### config.mk
export PLATFORM = sky130hd
export DESIGN_NAME = tx_lane_mapper_pipe_flat
export DESIGN_NICKNAME = d
export VERILOG_FILES = /design/src/rtl/tx_lane_mapper_pipe_if.sv /design/src/rtl/tx_lane_mapper_pipe.sv /design/src/flat_wrapper.sv
export SDC_FILE = /design/constraint.sdc
export NUM_CORES = 1
export LEC_CHECK = 0
export ABC_CLOCK_PERIOD_IN_PS = 15000
export CAP_MARGIN = 20
export CORE_MARGIN = 4
export CORE_UTILIZATION = 48
export DETAILED_ROUTE_END_ITERATION = 16
export PLACE_DENSITY = 0.77
export SLEW_MARGIN = 0
export SYNTH_ARGS = -nofsm -noshare
export SYNTH_HDL_FRONTEND = slang
export SYNTH_SLANG_ARGS = --single-unit
### constraint.sdc
create_clock -name clk -period 15 [get_ports clk]
set_input_delay 3 -clock clk [delete_from_list [all_inputs] [get_ports clk]]
set_output_delay 3 -clock clk [all_outputs]
set_load 0.02 [all_outputs]
### src/rtl/tx_lane_mapper_pipe_if.sv
// Stream-side and link-side handshake bundle for tx_lane_mapper_pipe.
// The slave modport is the mapper's view; master is the driving environment.
interface tx_lane_mapper_pipe_if #(
  parameter int NUM_DAC = 4,
  parameter int SPC     = 4
);
  localparam int DW = NUM_DAC * SPC * 16;

  logic [DW-1:0] s_tdata;
  logic          s_tvalid;
  logic          s_tready;
  logic          tx_ready;
  logic [DW-1:0] m_lane_data;
  logic          m_lane_valid;

  modport master (
    output s_tdata, s_tvalid, tx_ready,
    input  s_tready, m_lane_data, m_lane_valid
  );

  modport slave (
    input  s_tdata, s_tvalid, tx_ready,
    output s_tready, m_lane_data, m_lane_valid
  );
endinterface

### src/rtl/tx_lane_mapper_pipe.sv
// Buffers multi-DAC sample words in a 2-entry FIFO and emits one lane word per
// link request, in byte-split or sample-packed order, with mute and idle fill.
module tx_lane_mapper_pipe #(
  parameter int          NUM_DAC   = 4,
  parameter int          SPC       = 4,
  parameter logic [15:0] IDLE_WORD = 16'h0000
) (
  input  logic                   clk,
  input  logic                   rst,
  tx_lane_mapper_pipe_if.slave   bus,
  input  logic                   mode,
  input  logic [NUM_DAC-1:0]     mute,
  input  logic                   cnt_clr,
  output logic                   underflow,
  output logic [31:0]            underflow_cnt,
  output logic [NUM_DAC*16-1:0]  dac_s0_ila
);

  localparam int DW     = NUM_DAC * SPC * 16;
  localparam int LANE_W = SPC * 8;
  localparam int DAC_W  = SPC * 16;

  // Replaces masked DACs with IDLE_WORD, then places samples into lane order.
  function automatic logic [DW-1:0] map_word(input logic [DW-1:0]      w,
                                             input logic [NUM_DAC-1:0] mask,
                                             input logic               packed_mode);
    logic [DW-1:0] o;
    logic [15:0]   smp;
    o = '0;
    for (int d = 0; d < NUM_DAC; d++) begin
      for (int s = 0; s < SPC; s++) begin
        smp = mask[d] ? IDLE_WORD : w[(NUM_DAC-1-d)*DAC_W + s*16 +: 16];
        if (packed_mode) begin
          if (s < SPC/2) o[2*d*LANE_W + s*16 +: 16]                = smp;
          else           o[(2*d+1)*LANE_W + (s-SPC/2)*16 +: 16]    = smp;
        end else begin
          o[2*d*LANE_W + s*8 +: 8]     = smp[15:8];
          o[(2*d+1)*LANE_W + s*8 +: 8] = smp[7:0];
        end
      end
    end
    return o;
  endfunction

  function automatic logic [NUM_DAC*16-1:0] sample0_taps(input logic [DW-1:0]      w,
                                                         input logic [NUM_DAC-1:0] mask);
    logic [NUM_DAC*16-1:0] t;
    t = '0;
    for (int d = 0; d < NUM_DAC; d++)
      t[d*16 +: 16] = mask[d] ? IDLE_WORD : w[(NUM_DAC-1-d)*DAC_W +: 16];
    return t;
  endfunction

  logic [DW-1:0]         mem [2];
  logic                  wr_ptr, rd_ptr;
  logic [1:0]            count, count_nxt;
  logic                  s_tready_q;
  logic                  active_mode;
  logic                  armed;
  logic [DW-1:0]         lane_q;
  logic                  lane_valid_q;
  logic                  underflow_q;
  logic [31:0]           underflow_cnt_q;
  logic [NUM_DAC*16-1:0] ila_q;

  logic                  empty, wr, rd;
  logic [NUM_DAC-1:0]    out_mask;
  logic [DW-1:0]         head;

  assign empty     = (count == 2'd0);
  assign wr        = bus.s_tvalid && s_tready_q;
  assign rd        = bus.tx_ready && !empty;
  assign count_nxt = count + {1'b0, wr} - {1'b0, rd};
  assign head      = mem[rd_ptr];
  // An empty FIFO reuses the mute path with every DAC masked to build the idle word.
  assign out_mask  = empty ? '1 : mute;

  // NOTE: FIFO storage carries no reset; the pointers and count alone define
  // which entries are live, so stale contents are never observed.
  always_ff @(posedge clk) begin
    if (wr) mem[wr_ptr] <= bus.s_tdata;
  end

  always_ff @(posedge clk) begin
    if (rst) begin
      wr_ptr          <= 1'b0;
      rd_ptr          <= 1'b0;
      count           <= 2'd0;
      s_tready_q      <= 1'b0;
      active_mode     <= 1'b0;
      armed           <= 1'b0;
      lane_q          <= map_word('0, '1, 1'b0);
      lane_valid_q    <= 1'b0;
      underflow_q     <= 1'b0;
      underflow_cnt_q <= '0;
      ila_q           <= '0;
    end else begin
      if (wr) wr_ptr <= ~wr_ptr;
      if (rd) rd_ptr <= ~rd_ptr;
      count <= count_nxt;
      // NOTE: ready is a register derived from the next fill level, so it never
      // depends combinationally on tx_ready.
      s_tready_q <= (count_nxt != 2'd2);

      if (empty && !wr) active_mode <= mode;

      if (bus.tx_ready) begin
        lane_q       <= map_word(head, out_mask, active_mode);
        lane_valid_q <= !empty;
        ila_q        <= sample0_taps(head, out_mask);
      end

      if (cnt_clr) begin
        armed           <= 1'b0;
        underflow_q     <= 1'b0;
        underflow_cnt_q <= '0;
      end else begin
        if (wr) armed <= 1'b1;
        if (bus.tx_ready && empty && armed) begin
          underflow_q <= 1'b1;
          if (underflow_cnt_q != '1) underflow_cnt_q <= underflow_cnt_q + 32'd1;
        end
      end
    end
  end

  assign bus.s_tready     = s_tready_q;
  assign bus.m_lane_data  = lane_q;
  assign bus.m_lane_valid = lane_valid_q;
  assign underflow        = underflow_q;
  assign underflow_cnt    = underflow_cnt_q;
  assign dac_s0_ila       = ila_q;

endmodule

### src/flat_wrapper.sv
// flat-port wrapper written by rule: the top's interface ports become plain ports
module tx_lane_mapper_pipe_flat 
#(
  parameter int          NUM_DAC   = 4,
  parameter int          SPC       = 4,
  parameter logic [15:0] IDLE_WORD = 16'h0000
)
  (clk, rst, mode, mute, cnt_clr, underflow, underflow_cnt, dac_s0_ila, bus_s_tdata, bus_s_tvalid, bus_tx_ready, bus_s_tready, bus_m_lane_data, bus_m_lane_valid);
  tx_lane_mapper_pipe_if #(.NUM_DAC(NUM_DAC), .SPC(SPC)) bus_i ();
  input  logic clk;
  input  logic rst;
  input  logic mode;
  input  logic [NUM_DAC-1:0] mute;
  input  logic cnt_clr;
  output logic underflow;
  output logic [31:0] underflow_cnt;
  output logic [NUM_DAC*16-1:0] dac_s0_ila;
  input wire logic [$bits(bus_i.s_tdata)-1:0] bus_s_tdata;
  input wire logic [$bits(bus_i.s_tvalid)-1:0] bus_s_tvalid;
  input wire logic [$bits(bus_i.tx_ready)-1:0] bus_tx_ready;
  output wire logic [$bits(bus_i.s_tready)-1:0] bus_s_tready;
  output wire logic [$bits(bus_i.m_lane_data)-1:0] bus_m_lane_data;
  output wire logic [$bits(bus_i.m_lane_valid)-1:0] bus_m_lane_valid;
  assign bus_i.s_tdata = bus_s_tdata;
  assign bus_i.s_tvalid = bus_s_tvalid;
  assign bus_i.tx_ready = bus_tx_ready;
  assign bus_s_tready = bus_i.s_tready;
  assign bus_m_lane_data = bus_i.m_lane_data;
  assign bus_m_lane_valid = bus_i.m_lane_valid;
  tx_lane_mapper_pipe #(.NUM_DAC(NUM_DAC), .SPC(SPC), .IDLE_WORD(IDLE_WORD)) u_core (.clk(clk), .rst(rst), .bus(bus_i), .mode(mode), .mute(mute), .cnt_clr(cnt_clr), .underflow(underflow), .underflow_cnt(underflow_cnt), .dac_s0_ila(dac_s0_ila));
endmodule
# --- Word level (Yosys, flattened, before mapping) ---
# Memories as Yosys holds them, arrays and structs flattened. A register that Yosys moved wholly into a read port is not among the register bits.
# Index checks and enable logic that the tools add are counted.
# W data, S select, Z words.
totals:
  regBits: 361
  mem_bits_rw: 512
  input_bits: 266
  n_memories: 1
memory_table:
  columns: ["name", "depth", "width", "read_ports", "rd_ports_with_merged_regs", "wr", "line", "rtl"]
  rows:
  - ["u_core.mem", 2, 256, 1, 1, 1, "tx_lane_mapper_pipe.sv:54", "logic [DW-1:0] mem [2];"]
op_classes:
  addsub: 3
  n_eq_ne: 2
  muxes: 49
  bitwise: 2
  reduce_logical: 10
op_table:
  columns: ["cell", "n"]
  rows:
  - ["$mux W16", 20]
  - ["$mux W8", 24]
  - ["$add A32 B1 Y32 const B", 1]
  - ["$ne A32 B32 Y1 const B", 1]
  - ["$logic_and A1 B1 Y1", 5]
  - ["$mux W1", 4]
  - ["$mux W4", 1]
  - ["$add A2 B1 Y2", 1]
  - ["$logic_not A1 Y1", 2]
  - ["$logic_not A2 Y1", 1]
  - ["$ne A2 B2 Y1 const B", 1]
  - ["$not A1 Y1", 2]
  - ["$reduce_and A2 Y1", 1]
  - ["$reduce_or A2 Y1", 1]
  - ["$sub A2 B1 Y2", 1]

# --- Logic depth before layout (Yosys ltp) ---
logic_depth:
  depth_word: 5
  ltp_mapped: 10
  depth_no_buf: 9

# --- Worst setup path before layout ---
# No wires, ideal clock.
synth_path:
  kind: "input to register"
  startpoint: "input bus_s_tvalid"
  endpoint: "memory u_core.mem[0][0] in the netlist's numbering, enable pin"
  setup_ns: 0.879
  arrival_time_ns: 13.736
  t_required_ns: 14.121
  path_slack_ns: 0.385
  path_stages: 2
  n_path_buf: 0
  cell_sequence: "nand2_1 > nor2_1"
synth_between:
  elab_chain_cells: 3
synth_lines:
  columns: ["element", "line", "rtl"]
  rows:
  - ["start, declared", "flat_wrapper.sv:19", "input wire logic [$bits(bus_i.s_tvalid)-1:0] bus_s_tvalid;"]
  - ["$logic_and A1 B1 Y1", "tx_lane_mapper_pipe.sv:71", "assign wr = bus.s_tvalid && s_tready_q;"]
  - ["$mux W1", "tx_lane_mapper_pipe.sv:81", "if (wr) mem[wr_ptr] <= bus.s_tdata;"]
  - ["$mux W1 (implied by the code)", "tx_lane_mapper_pipe.sv:81", null]
  - ["end, declared", "tx_lane_mapper_pipe.sv:54", null]
# Every way passes these cells.

==> metrics.yaml <==
cells_and_area:
  synthToLayoutAreaGrowth_pct: 29.1
  nNetsFinal: 3488
  fin_cells: 4265
  drive_gt1_share_pct: 5.68
global_routing:
  grt_pass1_vias: 24013
  gr-usage-all-layers_pct: 24.6
  grt_max_degree: 153
  antenna_found_initial: 24
  overflow: 0
  grt_pass1_wl_um: 147000
logic_synthesis:
  synth-seq-area-share_pct: 65.6
  syn_avg_cell_area_um2: 12.9
  ys_ff_latch: 874
  ys_async_sr_fraction_pct: 0
  yosysTopAreaCellShare_pct: 44.6
  synth_cell_types: 44
  ys.flop_type: "edfxtp_1"
  yosysWarnings: 0
  yosys-top-cells-area: "edfxtp_1 45%, dfxtp_1 21%, mux2i_1 17%"
  synth_nets: 2948
  synth_most_common_cell: "nor2_1"
  synth_commonest_cells: "594 x nor2_1, 576 x mux2i_1, 512 x edfxtp_1"
  yosys.area.top_type: "edfxtp_1"
  synth_edf_count: 512
  synthesis.instances: 2679
  syn-cell-area_um2: 34500
worst_setup_path:
  worst-path-max-fanout: 152
  cp.arrival_ps: 6900
  rr_endpoint: "u_core.bus.m_lane_data[66]$_SDFFE_PP0P_"
  endpoint_kind: "register"
  rr_worst_depth: 6
  crit_type: "primary input to register"
  startpoint_type: "primary input"
  regToRegSetupSlack_ps: 10940
  crit_required_ps: 15530
placement:
  dp_hpwl_um: 66000
  port-buffer-count: 620
  place_inst: 4077
  gp_congestion: 0.870
timing:
  setup_viol: 0
  skew_ps: 29.2
  finalSetupTns_ps: 0
  period_needed_ps: 6370
  slew_headroom_pct: 24.9
  fmax_mhz: 157
  rsz0062_at_grt: "false"
  final-max-slew-violation-count: 0
  min_period_over_period_pct: 42.5
  worst_pin_slew_ps: 1130
  hold_viol: 0
clock_network:
  cts_buffers: 88
  cts_setup_buffers: 0
  insertion_delay_ps: 630
  cts_resized: 0
  clk_pin_slew_ps: 60
  cts-root-buf: "clkbuf_16"
  cts_max_level: 3
  clkSinkCount: 874
  cts_hold_buf: 0
  clock_path_buffers: 3
  tritoncts: "done"
route:
  dr.first_iter.drc_count: 1852
  ant_nets: 0
  vias_per_cell: 5.54
  routed_wl_um: 97600
  first_pass_iters: 6
  vias: 23647
  remaining_drc_errors: 0
  wire_per_inst_um: 22.9
min_path:
  hp-class: "register to register"
  hold_start: "u_core.bus.m_lane_data[108]$_SDFFE_PP0P_"
  hold_path_depth: 2
  hold_end: "u_core.bus.m_lane_data[108]$_SDFFE_PP0P_"
floorplan:
  dieArea_um2: 76200
  dieHeight_um: 276
  start_util_pct: 48.3
  num_rows: 98
  core_area_um2: 71400
  die_x_um: 276
  io_pins: 621
flow_run:
  drv_cap: 0
power:
  ir_drop_uv: 144
  p_leak_nw: 14.8
  p_per_area_nw_per_um2: 154
outcome:
  outcome: "completed"
[power by group]
| group | switching (mW) | leakage (nW) | internal [mW] | total, mW |
|---|---|---|---|---|
| clock network | 0.925 | 1.53 | 1.41 | 2.34 |
| registers | 0.130 | 7.66 | 2.81 | 2.94 |
| logic | 0.957 | 5.56 | 0.629 | 1.59 |
| total | 2.01 | 14.8 | 4.85 | 6.86 |
[critical path: stages]
cell	delay, ps
buf_8	610
buf_4	780
buf_4	760
buf_4	880
nor2_1	200
a211oi_1	280
[cell usage in the layout (no fill, tap or decap), types with 13 or more instances in the layout]
master	n
bufinv_16	13
o31ai_1	13
clkbuf_1	20
dfxtp_1	360
or3_1	13
clkdlybuf4s50_1	618
edfxtp_1	512
or4_1	14
nand3_1	18
nand2_1	23
clkinv_2	16
mux2i_1	576
diode_2	21
buf_4	27
clkbuf_16	94
a21oi_1	28
a211oi_1	256
nor2_1	593
[per-stage QoR]
| stage | hold WS [ps] | worst slack [ps] | cell area (um^2) | utilization [%] | total power, mW |
|---|---|---|---|---|---|
| finish | 484 | 8630 | 44500 | 62.4 | 6.86 |
| global route | 502 | 8460 | 44500 | 62.4 | 7.14 |
| CTS | 485 | 8880 | 44400 | 62.3 | 6.91 |
| detailed placement | 476 | 8260 | 41300 | 57.9 | 4.57 |
| global placement | 470 | 8410 | 41300 | 57.9 | 4.52 |
| floorplan | 455 | 385 | 34500 | - | 4.05 |
[cell type report]
cell class,instances,area (um^2)
multi-input combinational,1600,11000
antenna,21,52.6
clock buffer,121,2520
clock inverter,44,598
timing repair buffer,649,6470
tap,950,1190
fill,5371,26800
sequential,874,22600
inverter,6,22.5
[routing by layer]
layer	wire (um)	vias up	track usage (%)	part of all wire [%]
met1	38600	11619	30.0	40
met5	34	-	0	0.035
met2	48200	840	42.0	49
met4	4530	6	11.2	4.6
li1	-	10966	-	-
met3	6180	216	5.45	6.3
[kinds of logic (layout without fill, tap and decap cells)]
| logic type | Yosys count | count (layout) | synth area share [%] |
|---|---|---|---|
| AOI/OAI and AO/OA | 322 | 322 | 6.76 |
| xor gates and xnor gates | 5 | 5 | 0.127 |
| adders and majority gates | 3 | 3 | 0.109 |
| buffers and inverters | 205 | 820 | 2.42 |
| DFF | 874 | 874 | 65.6 |
| muxes | 576 | 576 | 16.7 |
| other | 0 | 21 | 0 |
| and+or+nand+nor | 694 | 694 | 8.28 |
[flip-flops by register name (all words and copies together) (netlist names), named ones only]
signal,cells
u_core.rd_ptr,1
u_core.underflow,1
u_core.underflow_cnt,32
u_core.dac_s0_ila,64
u_core.mem,512
u_core.bus.s_tready,1
u_core.bus.m_lane_data,256
u_core.active_mode,1
u_core.armed,1
u_core.wr_ptr,1
u_core.count,2
u_core.bus.m_lane_valid,1
[worst max-delay path by stage]
stage | start | end | cells after the start | slack, ps
finish | bus_tx_ready | u_core.bus.m_lane_data[29]$_SDFFE_PP0P_ | 6 | 8630
global route | bus_tx_ready | u_core.bus.m_lane_data[29]$_SDFFE_PP0P_ | 6 | 8460
CTS | bus_tx_ready | u_core.bus.m_lane_data[23]$_SDFFE_PP0P_ | 6 | 8880
detailed placement | bus_tx_ready | u_core.bus.m_lane_data[29]$_SDFFE_PP0P_ | 6 | 8260
global placement | bus_tx_ready | u_core.dac_s0_ila[5]$_SDFFE_PP0P_ | 6 | 8410
floorplan | bus_s_tvalid | u_core.mem[0][0]$_DFFE_PP_ | 2 | 390
Note: power is estimated with default switching activity, not from simulation.
